**src/rtl/cajero_pkg.sv**
```systemverilog
// Shared definitions for the ATM keypad front-end and Cajero: key codes,
// keypad-phase state encoding, accumulator op codes and the MONTO width.
package cajero_pkg;

  localparam int unsigned MONTO_W = 32;
  localparam int unsigned TECLA_W = 4;

  localparam logic [TECLA_W-1:0] TECLA_ENTER  = 4'hA;
  localparam logic [TECLA_W-1:0] TECLA_CLEAR  = 4'hB;
  localparam logic [TECLA_W-1:0] TECLA_DEP    = 4'hC;
  localparam logic [TECLA_W-1:0] TECLA_RET    = 4'hD;
  localparam logic [TECLA_W-1:0] TECLA_BORRAR = 4'hE;

  typedef enum logic [2:0] {
    ST_ESPERA = 3'd0,
    ST_PIN    = 3'd1,
    ST_MONTO  = 3'd2,
    ST_HECHO  = 3'd3,
    ST_BLOQ   = 3'd4
  } estado_e;

  typedef enum logic [1:0] {
    ACC_NOP = 2'd0,
    ACC_CLR = 2'd1,
    ACC_ADD = 2'd2,
    ACC_DEL = 2'd3
  } acc_op_e;

  // Keys 0x0..0x9 are decimal digits.
  function automatic logic es_digito(input logic [TECLA_W-1:0] t);
    return t <= TECLA_W'(9);
  endfunction

endpackage

```
**src/rtl/acum_decimal.sv**
```systemverilog
// Decimal amount accumulator: holds the binary value and its digit count.
// Ops (applied when en=1): clear, append digit (acc*10+d, only below
// MAX_DIGITOS), backspace (acc/10, only with ENTRADA_BORRADO_EN defined).
// Ports: clk, rst (sync, active-high), en, op, digito -> acc, sat, vacio.
// Macro: ENTRADA_BORRADO_EN enables the backspace divider.
module acum_decimal
  import cajero_pkg::*;
#(
  parameter int unsigned MAX_DIGITOS = 9
) (
  input  logic               clk,
  input  logic               rst,
  input  logic               en,
  input  acc_op_e            op,
  input  logic [TECLA_W-1:0] digito,
  output logic [MONTO_W-1:0] acc,
  output logic               sat,
  output logic               vacio
);

  localparam int unsigned CNT_W = $clog2(MAX_DIGITOS + 1);

  logic [MONTO_W-1:0] acc_q, acc_d;
  logic [CNT_W-1:0]   cnt_q, cnt_d;

  // Next-state for value and digit count.
  always_comb begin
    acc_d = acc_q;
    cnt_d = cnt_q;
    if (en) begin
      case (op)
        ACC_CLR: begin
          acc_d = '0;
          cnt_d = '0;
        end
        ACC_ADD: begin
          // acc*10 as two shifts; 9 digits always fit in 32 bits.
          if (cnt_q < CNT_W'(MAX_DIGITOS)) begin
            acc_d = (acc_q << 3) + (acc_q << 1) + MONTO_W'(digito);
            cnt_d = cnt_q + CNT_W'(1);
          end
        end
`ifdef ENTRADA_BORRADO_EN
        ACC_DEL: begin
          if (cnt_q != '0) begin
            acc_d = acc_q / MONTO_W'(10);
            cnt_d = cnt_q - CNT_W'(1);
          end
        end
`endif
        default: ;
      endcase
    end
  end

  always_ff @(posedge clk) begin
    if (rst) begin
      acc_q <= '0;
      cnt_q <= '0;
    end else begin
      acc_q <= acc_d;
      cnt_q <= cnt_d;
    end
  end

  assign acc   = acc_q;
  assign sat   = (cnt_q == CNT_W'(MAX_DIGITOS));
  assign vacio = (cnt_q == '0);

endmodule

```
**src/rtl/entrada_teclado.sv**
```systemverilog
// Keypad front-end for Cajero. Forwards PIN digits (DIGITO/DIGITO_STB),
// then accumulates a decimal amount and issues MONTO/MONTO_STB on ENTER,
// with TIPO_TRANS latched from the deposit/withdraw keys.
// Inputs : CLK, RESET (sync, high), TARJETA_RECIBIDA, TECLA_STB, TECLA,
//          PIN_INCORRECTO, BLOQUEO.
// Outputs: DIGITO, DIGITO_STB, TIPO_TRANS, MONTO, MONTO_STB (all registered).
// Macro: ENTRADA_BORRADO_EN enables key 0xE as amount backspace.
module entrada_teclado
  import cajero_pkg::*;
#(
  parameter int unsigned MAX_DIGITOS = 9,
  parameter int unsigned PIN_LARGO   = 4
) (
  input  logic               CLK,
  input  logic               RESET,
  input  logic               TARJETA_RECIBIDA,
  input  logic               TECLA_STB,
  input  logic [TECLA_W-1:0] TECLA,
  input  logic               PIN_INCORRECTO,
  input  logic               BLOQUEO,
  output logic [TECLA_W-1:0] DIGITO,
  output logic               DIGITO_STB,
  output logic               TIPO_TRANS,
  output logic [MONTO_W-1:0] MONTO,
  output logic               MONTO_STB
);

  localparam int unsigned PIN_W = $clog2(PIN_LARGO + 1);

  estado_e            estado_q, estado_d;
  logic [PIN_W-1:0]   pin_cnt_q, pin_cnt_d;
  logic [TECLA_W-1:0] digito_q, digito_d;
  logic               digito_stb_q, digito_stb_d;
  logic               tipo_q, tipo_d;
  logic [MONTO_W-1:0] monto_q, monto_d;
  logic               monto_stb_q, monto_stb_d;

  logic               acc_en;
  acc_op_e            acc_op;
  logic [MONTO_W-1:0] acc_val;
  logic               acc_sat;
  logic               acc_vacio;

  acum_decimal #(
    .MAX_DIGITOS(MAX_DIGITOS)
  ) u_acum (
    .clk   (CLK),
    .rst   (RESET),
    .en    (acc_en),
    .op    (acc_op),
    .digito(TECLA),
    .acc   (acc_val),
    .sat   (acc_sat),
    .vacio (acc_vacio)
  );

  // Next-state / output logic; priority: card removal > BLOQUEO >
  // PIN_INCORRECTO > key (RESET handled in the register).
  always_comb begin
    estado_d     = estado_q;
    pin_cnt_d    = pin_cnt_q;
    digito_d     = digito_q;
    digito_stb_d = 1'b0;
    tipo_d       = tipo_q;
    monto_d      = monto_q;
    monto_stb_d  = 1'b0;
    acc_en       = 1'b0;
    acc_op       = ACC_NOP;

    if (!TARJETA_RECIBIDA) begin
      estado_d  = ST_ESPERA;
      pin_cnt_d = '0;
      tipo_d    = 1'b0;
      monto_d   = '0;
      acc_en    = 1'b1;
      acc_op    = ACC_CLR;
    end else if (BLOQUEO && (estado_q != ST_ESPERA)) begin
      estado_d = ST_BLOQ;
    end else if (PIN_INCORRECTO &&
                 ((estado_q == ST_PIN) || (estado_q == ST_MONTO))) begin
      estado_d  = ST_PIN;
      pin_cnt_d = '0;
      acc_en    = 1'b1;
      acc_op    = ACC_CLR;
    end else begin
      case (estado_q)
        // Card must be seen for a cycle; a key in this cycle is dropped.
        ST_ESPERA: begin
          estado_d  = ST_PIN;
          pin_cnt_d = '0;
        end
        ST_PIN: begin
          if (TECLA_STB && es_digito(TECLA)) begin
            digito_d     = TECLA;
            digito_stb_d = 1'b1;
            pin_cnt_d    = pin_cnt_q + PIN_W'(1);
            if ((pin_cnt_q + PIN_W'(1)) == PIN_W'(PIN_LARGO)) begin
              estado_d = ST_MONTO;
            end
          end
        end
        ST_MONTO: begin
          if (TECLA_STB) begin
            if (es_digito(TECLA)) begin
              if (!acc_sat) begin
                acc_en = 1'b1;
                acc_op = ACC_ADD;
              end
            end else begin
              case (TECLA)
                TECLA_DEP: tipo_d = 1'b0;
                TECLA_RET: tipo_d = 1'b1;
                TECLA_CLEAR: begin
                  acc_en = 1'b1;
                  acc_op = ACC_CLR;
                end
                TECLA_ENTER: begin
                  if (!acc_vacio) begin
                    monto_d     = acc_val;
                    monto_stb_d = 1'b1;
                    estado_d    = ST_HECHO;
                  end
                end
`ifdef ENTRADA_BORRADO_EN
                TECLA_BORRAR: begin
                  if (!acc_vacio) begin
                    acc_en = 1'b1;
                    acc_op = ACC_DEL;
                  end
                end
`endif
                default: ;
              endcase
            end
          end
        end
        ST_HECHO: ;
        ST_BLOQ:  ;
        default:  estado_d = ST_ESPERA;
      endcase
    end
  end

  always_ff @(posedge CLK) begin
    if (RESET) begin
      estado_q     <= ST_ESPERA;
      pin_cnt_q    <= '0;
      digito_q     <= '0;
      digito_stb_q <= 1'b0;
      tipo_q       <= 1'b0;
      monto_q      <= '0;
      monto_stb_q  <= 1'b0;
    end else begin
      estado_q     <= estado_d;
      pin_cnt_q    <= pin_cnt_d;
      digito_q     <= digito_d;
      digito_stb_q <= digito_stb_d;
      tipo_q       <= tipo_d;
      monto_q      <= monto_d;
      monto_stb_q  <= monto_stb_d;
    end
  end

  assign DIGITO     = digito_q;
  assign DIGITO_STB = digito_stb_q;
  assign TIPO_TRANS = tipo_q;
  assign MONTO      = monto_q;
  assign MONTO_STB  = monto_stb_q;

endmodule

```
**config.mk**
```make
export PLATFORM = sky130hd
export DESIGN_NAME = entrada_teclado
export DESIGN_NICKNAME = d
export VERILOG_FILES = /design/src/rtl/cajero_pkg.sv /design/src/rtl/acum_decimal.sv /design/src/rtl/entrada_teclado.sv
export SDC_FILE = /design/constraint.sdc
export NUM_CORES = 1
export LEC_CHECK = 0
export BUFFER_PORTS_ARGS = -buffer_cell sky130_fd_sc_hd__buf_2
export CAP_MARGIN = 30
export CORE_ASPECT_RATIO = 1.25
export CORE_MARGIN = 1.5
export CORE_UTILIZATION = 45
export CTS_CLUSTER_SIZE = 20
export DETAILED_ROUTE_END_ITERATION = 8
export HOLD_SLACK_MARGIN = 0.05
export SYNTH_ARGS = -nofsm -noshare
export SYNTH_HDL_FRONTEND = slang
export SYNTH_SLANG_ARGS = --single-unit
export TNS_END_PERCENT = 1
```
**constraint.sdc**
```tcl
create_clock -name CLK -period 3.6 [get_ports CLK]
set_input_delay 0.72 -clock CLK [delete_from_list [all_inputs] [get_ports CLK]]
set_output_delay 0.72 -clock CLK [all_outputs]
set_load 0.03 [all_outputs]
```
==> results of run 1 <==
[layout make-up]
class	instances	area [um2]
Clock buffer	9	225.2
Clock inverter	6	115.1
Fill cell	1073	5293
Timing Repair Buffer	59	322.8
Inverter	20	75.07
Tap cell	135	168.9
Sequential cell	81	1622
Multi-Input combinational cell	520	3316
[worst max-delay path, cell delays in order]
cell	delay, ns
buf_2	0.12
inv_2	0.06
fa_1	0.53
inv_1	0.07
fa_1	0.45
a21oi_1	0.23
o21ai_1	0.13
a21oi_1	0.21
o221ai_1	0.22
a211oi_1	0.33
xor2_1	0.17
o31ai_1	0.07
[metal layers]
layer,global-route usage [%],share of wire [%],wire (um),vias to the layer above
met5,0,0,0,-
met4,8.661,2.2,288,0
met3,4.100,4.5,587,19
met2,40.52,48,6363,118
met1,27.32,45,5895,2183
li1,-,-,-,2386
[synthesized netlist by cell type (2+ instances only)]
library cell	n	area share, %
a21o_1	9	1.3
a21oi_1	84	8.2
o211ai_1	4	0.58
a32o_1	2	0.39
ha_1	63	15
nor3_1	7	0.68
xnor2_1	12	2.0
and2_1	2	0.24
buf_2	15	1.5
or3_1	2	0.24
nand3_1	15	1.5
a211oi_1	8	1.2
mux2i_1	5	0.97
and3_1	4	0.49
dfxtp_1	81	31
o21bai_1	9	1.3
nand4_1	6	0.73
nor4_1	5	0.61
and4_1	2	0.34
a22oi_1	8	1.2
nor2_1	49	3.6
o21ai_1	17	1.6
nor2b_1	4	0.49
o31ai_1	4	0.58
fa_1	2	0.78
a41oi_1	2	0.34
nand2_1	121	8.8
inv_1	19	1.4
a31oi_1	5	0.61
buf_6	3	0.65
xor2_1	17	2.9
o21ai_0	20	1.9
nand2b_1	5	0.61
clkbuf_1	12	0.87
nor3b_1	3	0.44
[cells by family (layout without fill, tap and decap cells)]
kind of cell | after synthesis | in the layout | share of synthesized area (%)
simple gates | 234 | 234 | 20.43
mux | 5 | 5 | 0.9704
xor+xnor | 29 | 29 | 4.925
compound gates | 187 | 187 | 21.74
flops | 81 | 81 | 31.44
buf+inv | 50 | 94 | 4.439
fa+ha+maj | 65 | 65 | 16.06
[flip-flops by register name (all words and copies together), names as in the netlist]
register and flops:
MONTO 32, u_acum.acc 32, DIGITO 4, u_acum.cnt_q 4
estado_q 3, pin_cnt_q 3, DIGITO_STB 1, MONTO_STB 1
TIPO_TRANS 1
[report_power, final]
part           switching, W  internal, W  total (W)
registers        0.00000409     0.000899   0.000903
logic             0.0000569    0.0000215  0.0000784
clock network      0.000387     0.000677    0.00106
total              0.000448      0.00160    0.00205
[through the flow]
stage	utilization (%)	hold slack, ns	cell area [um2]
floorplan	-	0.4323	5157
global placement	49.42	0.4408	5504
detailed placement	49.42	0.4444	5504
CTS	52.48	0.4534	5844
global route	52.48	0.4786	5844
finish	52.48	0.4505	5844
[worst paths after layout]
kind / startpoint / endpoint / slack [ns] / cells past startpoint
worst max register to register: u_acum.acc[0] / u_acum.acc[18] / 0.60 / 11
worst min-delay path: MONTO[17] / MONTO[17] / 0.45 / 2
worst max-delay path: TECLA[3] / u_acum.acc[18] / 0.49 / 12
worst min register to register: MONTO[17] / MONTO[17] / 0.45 / 2
==> results.py, run 1 <==
metrics = {
    "cells_and_area": {
        "area_growth_pct": 13.32,
        "fin_nets": 766,
        "final_common_cell": "nand2_1",
        "instances_no_fill": 830,
        "drive_gt1_share_pct": 11.51,
        "antenna_cells": 0,
        "layout_common_cells": "nand2_1, a21oi_1, dfxtp_1",
    },
    "clock_tree": {
        "cts.path.max_buffers": 2,
        "holdBufCountCts": 0,
        "cts_tree": "done",
        "cts_resized": 0,
        "htree_levels": 3,
        "cts.sinks": 81,
        "cts_root_buf": "clkbuf_16",
        "cts_buffers": 9,
        "clk_pin_slew_ns": 0.06,
        "cts_setup_buffers": 0,
        "clk-insertion-delay-late_ns": 0.35,
    },
    "sta": {
        "period_share_pct": 86.48,
        "worst_slew_pin_slew_ns": 0.8241,
        "hold_viol_final": 0,
        "finalSetupTns_ns": 0,
        "worst_slack_ns": 0.4868,
        "setup-violations-final": 0,
        "period_minus_slack_ns": 3.113,
        "fmaxAchievable_mhz": 321.2,
        "maxSlewViolCount": 0,
        "finalClockSkew_ns": 0.007033,
        "slew_headroom_pct": 45.06,
        "rsz0062_at_grt": "no",
    },
    "logic_synthesis": {
        "ys_async_sr_fraction_pct": 0,
        "ys_ff_latch": 81,
        "synthFlopType": "dfxtp_1",
        "synth_edf_count": 0,
        "synth_nets": 726,
        "synth_area_um2": 5157,
        "yosysUniqueCellTypes": 60,
        "ys.warnings.count": 0,
        "syn_inst": 651,
        "synth-seq-area-share_pct": 31.44,
        "syn_area_per_cell_um2": 7.922,
    },
    "floorplanning": {
        "die_y_um": 122.7,
        "rows": 43,
        "die_w_um": 98.76,
        "io_pins": 49,
        "die_area_um2": 12120,
        "core_area_um2": 11140,
        "start_util_pct": 46.31,
    },
    "global_route": {
        "groute.usage.overall_pct": 22.80,
        "grt_overflow": 0,
        "antenna_found_initial": 0,
        "grt_max_degree": 41,
        "grt_pass1_vias": 4554,
        "grt_pass1_wl_um": 22080,
    },
    "worst_hold_path": {
        "hold_class": "reg2reg",
    },
    "run_status": {
        "violations": "DRC",
        "status": "finished, violations left",
    },
    "flow_run": {
        "drv_cap": 0,
    },
    "critical_path": {
        "worst_ep_arrival_time_ns": 3.32,
        "end_kind": "flop",
        "worstPathMaxFanout": 4,
        "path_class": "in2reg",
        "crit_required_ns": 3.80,
        "crit_path_start_kind": "input pin",
    },
    "route": {
        "drc": 5,
        "routedWlPerCell_um": 15.82,
        "route.vias.total": 4706,
        "first_pass_iters": 7,
        "drt.antenna.violating_nets": 0,
        "initialDrtViolationCount": 210,
        "drt-total-wl_um": 13130,
        "vias_per_cell": 5.670,
    },
    "placement": {
        "place_congestion": 0.8681,
        "dp.cells": 815,
        "pre_cts_ws_ns": 0.1186,
        "dp_hpwl_um": 9814,
        "port_buffers": 48,
    },
    "pwr": {
        "power.density_nw_per_um2": 350.0,
        "power_w": 0.002046,
        "ir_drop_mv": 0.1786,
        "leakage_nw": 2.565,
    },
}
Power figures use the tool's default switching activity.
==> run 2: changes to the inputs <==
- ABC_AREA: default -> 1
- GPL_TIMING_DRIVEN: default -> 0
==> run 2 against run 1 <==
Net effect:
- first-iteration DRC count is 58% higher
- the run now ends clean
- clock power about the same
- sequential share of layout area decreased by 3.7 points
- die area rose by 15%
==> results.py, run 2 <==
metrics = {
    "run_status": {
        "status": "completed",
    },
    "critical_path": {
        "crit_path_start_kind": "input pin",
        "r2r_cells": 13,
        "r2r-end": "u_acum.acc[26]",
        "worstPathMaxFanout": 4,
        "worst_ep_arrival_time_ns": 3.07,
        "reg2reg_slack_ns": 0.97,
        "r2r_start": "u_acum.acc[0]",
        "end_kind": "flop",
        "crit_required_ns": 3.86,
        "path_class": "in2reg",
    },
    "logic_synthesis": {
        "yosysUniqueCellTypes": 36,
        "ys_async_sr_fraction_pct": 0,
        "synthFlopType": "dfxtp_1",
        "synth.most_common_cell": "nand2_1",
        "synth.top_cells.by_area": "dfxtp_1, nand2_1, ha_1",
        "syn_inst": 892,
        "synth_edf_count": 0,
        "yosysTopAreaCell": "dfxtp_1",
        "synth-seq-area-share_pct": 27.24,
        "ys_ff_latch": 81,
        "ys.warnings.count": 0,
        "synth_area_um2": 5952,
        "synth_top_area_share_pct": 27.24,
        "synth_nets": 967,
        "syn_area_per_cell_um2": 6.673,
        "synthTopCellsByCount": "nand2_1, inv_1, nor2_1",
    },
    "placement": {
        "dp_hpwl_um": 13470,
        "dp.cells": 1107,
        "place_area_um2": 6397,
        "pre_cts_ws_ns": 0.4370,
        "port_buffers": 47,
        "place_congestion": 0.9001,
    },
    "worst_hold_path": {
        "worstHoldStart": "TIPO_TRANS",
        "hold_path_end": "TIPO_TRANS",
        "hold_path_depth": 2,
        "hold_class": "reg2reg",
    },
    "sta": {
        "period_share_pct": 78.24,
        "maxSlewViolCount": 0,
        "setup-violations-final": 0,
        "slew_headroom_pct": 51.54,
        "period_minus_slack_ns": 2.817,
        "worst_slew_pin_slew_ns": 0.7268,
        "hold_viol_final": 0,
        "rsz0062_at_grt": "no",
        "finalClockSkew_ns": 0.007995,
        "worst_slack_ns": 0.7833,
        "fmaxAchievable_mhz": 355.0,
        "finalSetupTns_ns": 0,
    },
    "pwr": {
        "seqPwrFrac_pct": 42.1,
        "leakage_nw": 3.560,
        "p_comb_share_pct": 9.3,
        "internal_power_w": 0.001658,
        "ir_drop_mv": 0.2074,
        "pwr-share-clk_pct": 48.7,
        "power.density_nw_per_um2": 321.4,
        "power.net_switching_w": 0.0005092,
        "swShare_pct": 23.49,
    },
    "route": {
        "initialDrtViolationCount": 332,
        "drt-total-wl_um": 16500,
        "route.vias.total": 5716,
        "routedWlPerCell_um": 14.70,
        "first_pass_iters": 5,
        "drc": 0,
        "vias_per_cell": 5.090,
        "drt.antenna.violating_nets": 0,
    },
    "cells_and_area": {
        "drive_gt1_share_pct": 13.19,
        "finalInstanceArea_um2": 6743,
        "fin_nets": 1025,
        "layout_common_cells": "nand2_1, inv_1, nor2_1",
        "final_common_cell": "nand2_1",
        "fillers": 1362,
        "instances_no_fill": 1123,
        "fin_util_pct": 52.77,
        "antenna_cells": 0,
        "multiInputGateArea_um2": 3707,
        "area_growth_pct": 13.29,
        "ff_latch_area_um2": 1622,
    },
    "floorplanning": {
        "core_area_um2": 12780,
        "start_util_pct": 46.58,
        "die_y_um": 131.6,
        "die_area_um2": 13930,
        "die_w_um": 105.9,
        "rows": 46,
        "io_pins": 49,
    },
    "flow_run": {
        "drv_cap": 0,
    },
    "clock_tree": {
        "cts.sinks": 81,
        "cts_tree": "done",
        "cts_setup_buffers": 0,
        "clk_pin_slew_ns": 0.06,
        "htree_levels": 3,
        "cts_resized": 0,
        "cts_root_buf": "clkbuf_16",
        "holdBufCountCts": 0,
        "clk-insertion-delay-late_ns": 0.34,
        "cts.path.max_buffers": 2,
        "cts_buffers": 9,
    },
    "global_route": {
        "antenna_found_initial": 0,
        "groute.usage.overall_pct": 24.39,
        "grt_pass1_wl_um": 26920,
        "grt_overflow": 0,
        "grt_pass1_vias": 5384,
        "grt_max_degree": 14,
    },
}
[run 2: logic make-up (layout without fill, tap and decap cells)]
group / count (synthesis) / in the layout / synth area share [%]
XOR/XNOR: 14 / 14 / 2.060
flip-flops: 81 / 81 / 27.24
AO/OA/AOI/OAI: 123 / 123 / 12.23
buffers and inverters: 146 / 209 / 10.47
AND/OR/NAND/NOR: 463 / 463 / 34.08
adder cells (fa/ha/maj): 65 / 65 / 13.92
[run 2: routing by layer]
metal / vias up / track usage, % / share of wire, %
met5: - / 0 / 0
met4: 0 / 8.634 / 2.8
li1: 2976 / - / -
met1: 2591 / 30.97 / 46
met3: 30 / 2.381 / 3.4
met2: 119 / 42.53 / 48
[run 2: layout make-up]
type / count / area share (%)
plain buffers: 22 / 2.338
clock buffers: 11 / 3.600
clock inverters: 5 / 1.522
inverters: 124 / 6.903
multi-input cells: 665 / 54.98
flip-flops and latches: 81 / 24.05
well taps: 168 / 3.117
repair buffers: 47 / 3.489
[run 2: worst max-delay path, cell delays in order]
cell	delay, ns
buf_2	0.12
inv_1	0.10
fa_1	0.55
inv_1	0.07
fa_1	0.49
nand3_1	0.11
nand3_1	0.16
nand2_1	0.10
nand3_1	0.16
nand2_1	0.13
nand3_1	0.08
nand2_1	0.07
nand3_1	0.08
a21oi_1	0.13
[run 2: worst max-delay path by stage]
| stage | cells after the start | slack, ns | startpoint | end |
|---|---|---|---|---|
| after floorplan | 13 | 0.91 | TECLA[3] | u_acum.acc[16] |
| after global placement | 14 | 0.47 | TECLA[3] | u_acum.acc[26] |
| after detailed placement | 14 | 0.44 | TECLA[3] | u_acum.acc[22] |
| after CTS | 14 | 0.78 | TECLA[3] | u_acum.acc[22] |
| after global routing | 14 | 0.54 | TECLA[3] | u_acum.acc[16] |
| final | 14 | 0.78 | TECLA[3] | u_acum.acc[26] |
[run 2: power by group through the flow]
stage	Combinational, W	Sequential [W]	Clock (W)
after global placement	0.000202	0.000931	0
after detailed placement	0.000200	0.000931	0
after floorplan	0.000146	0.000932	0
after CTS	0.000201	0.000911	0.00107
final	0.000201	0.000911	0.00105
after global routing	0.000223	0.000912	0.00110
[run 2: per-stage QoR]
step                power (W)  hold slack, ns
finish               0.002167          0.4537
global route         0.002238          0.4791
floorplan            0.001078          0.4554
global placement     0.001133          0.4316
detailed placement   0.001132          0.4535
CTS                  0.002180          0.4622
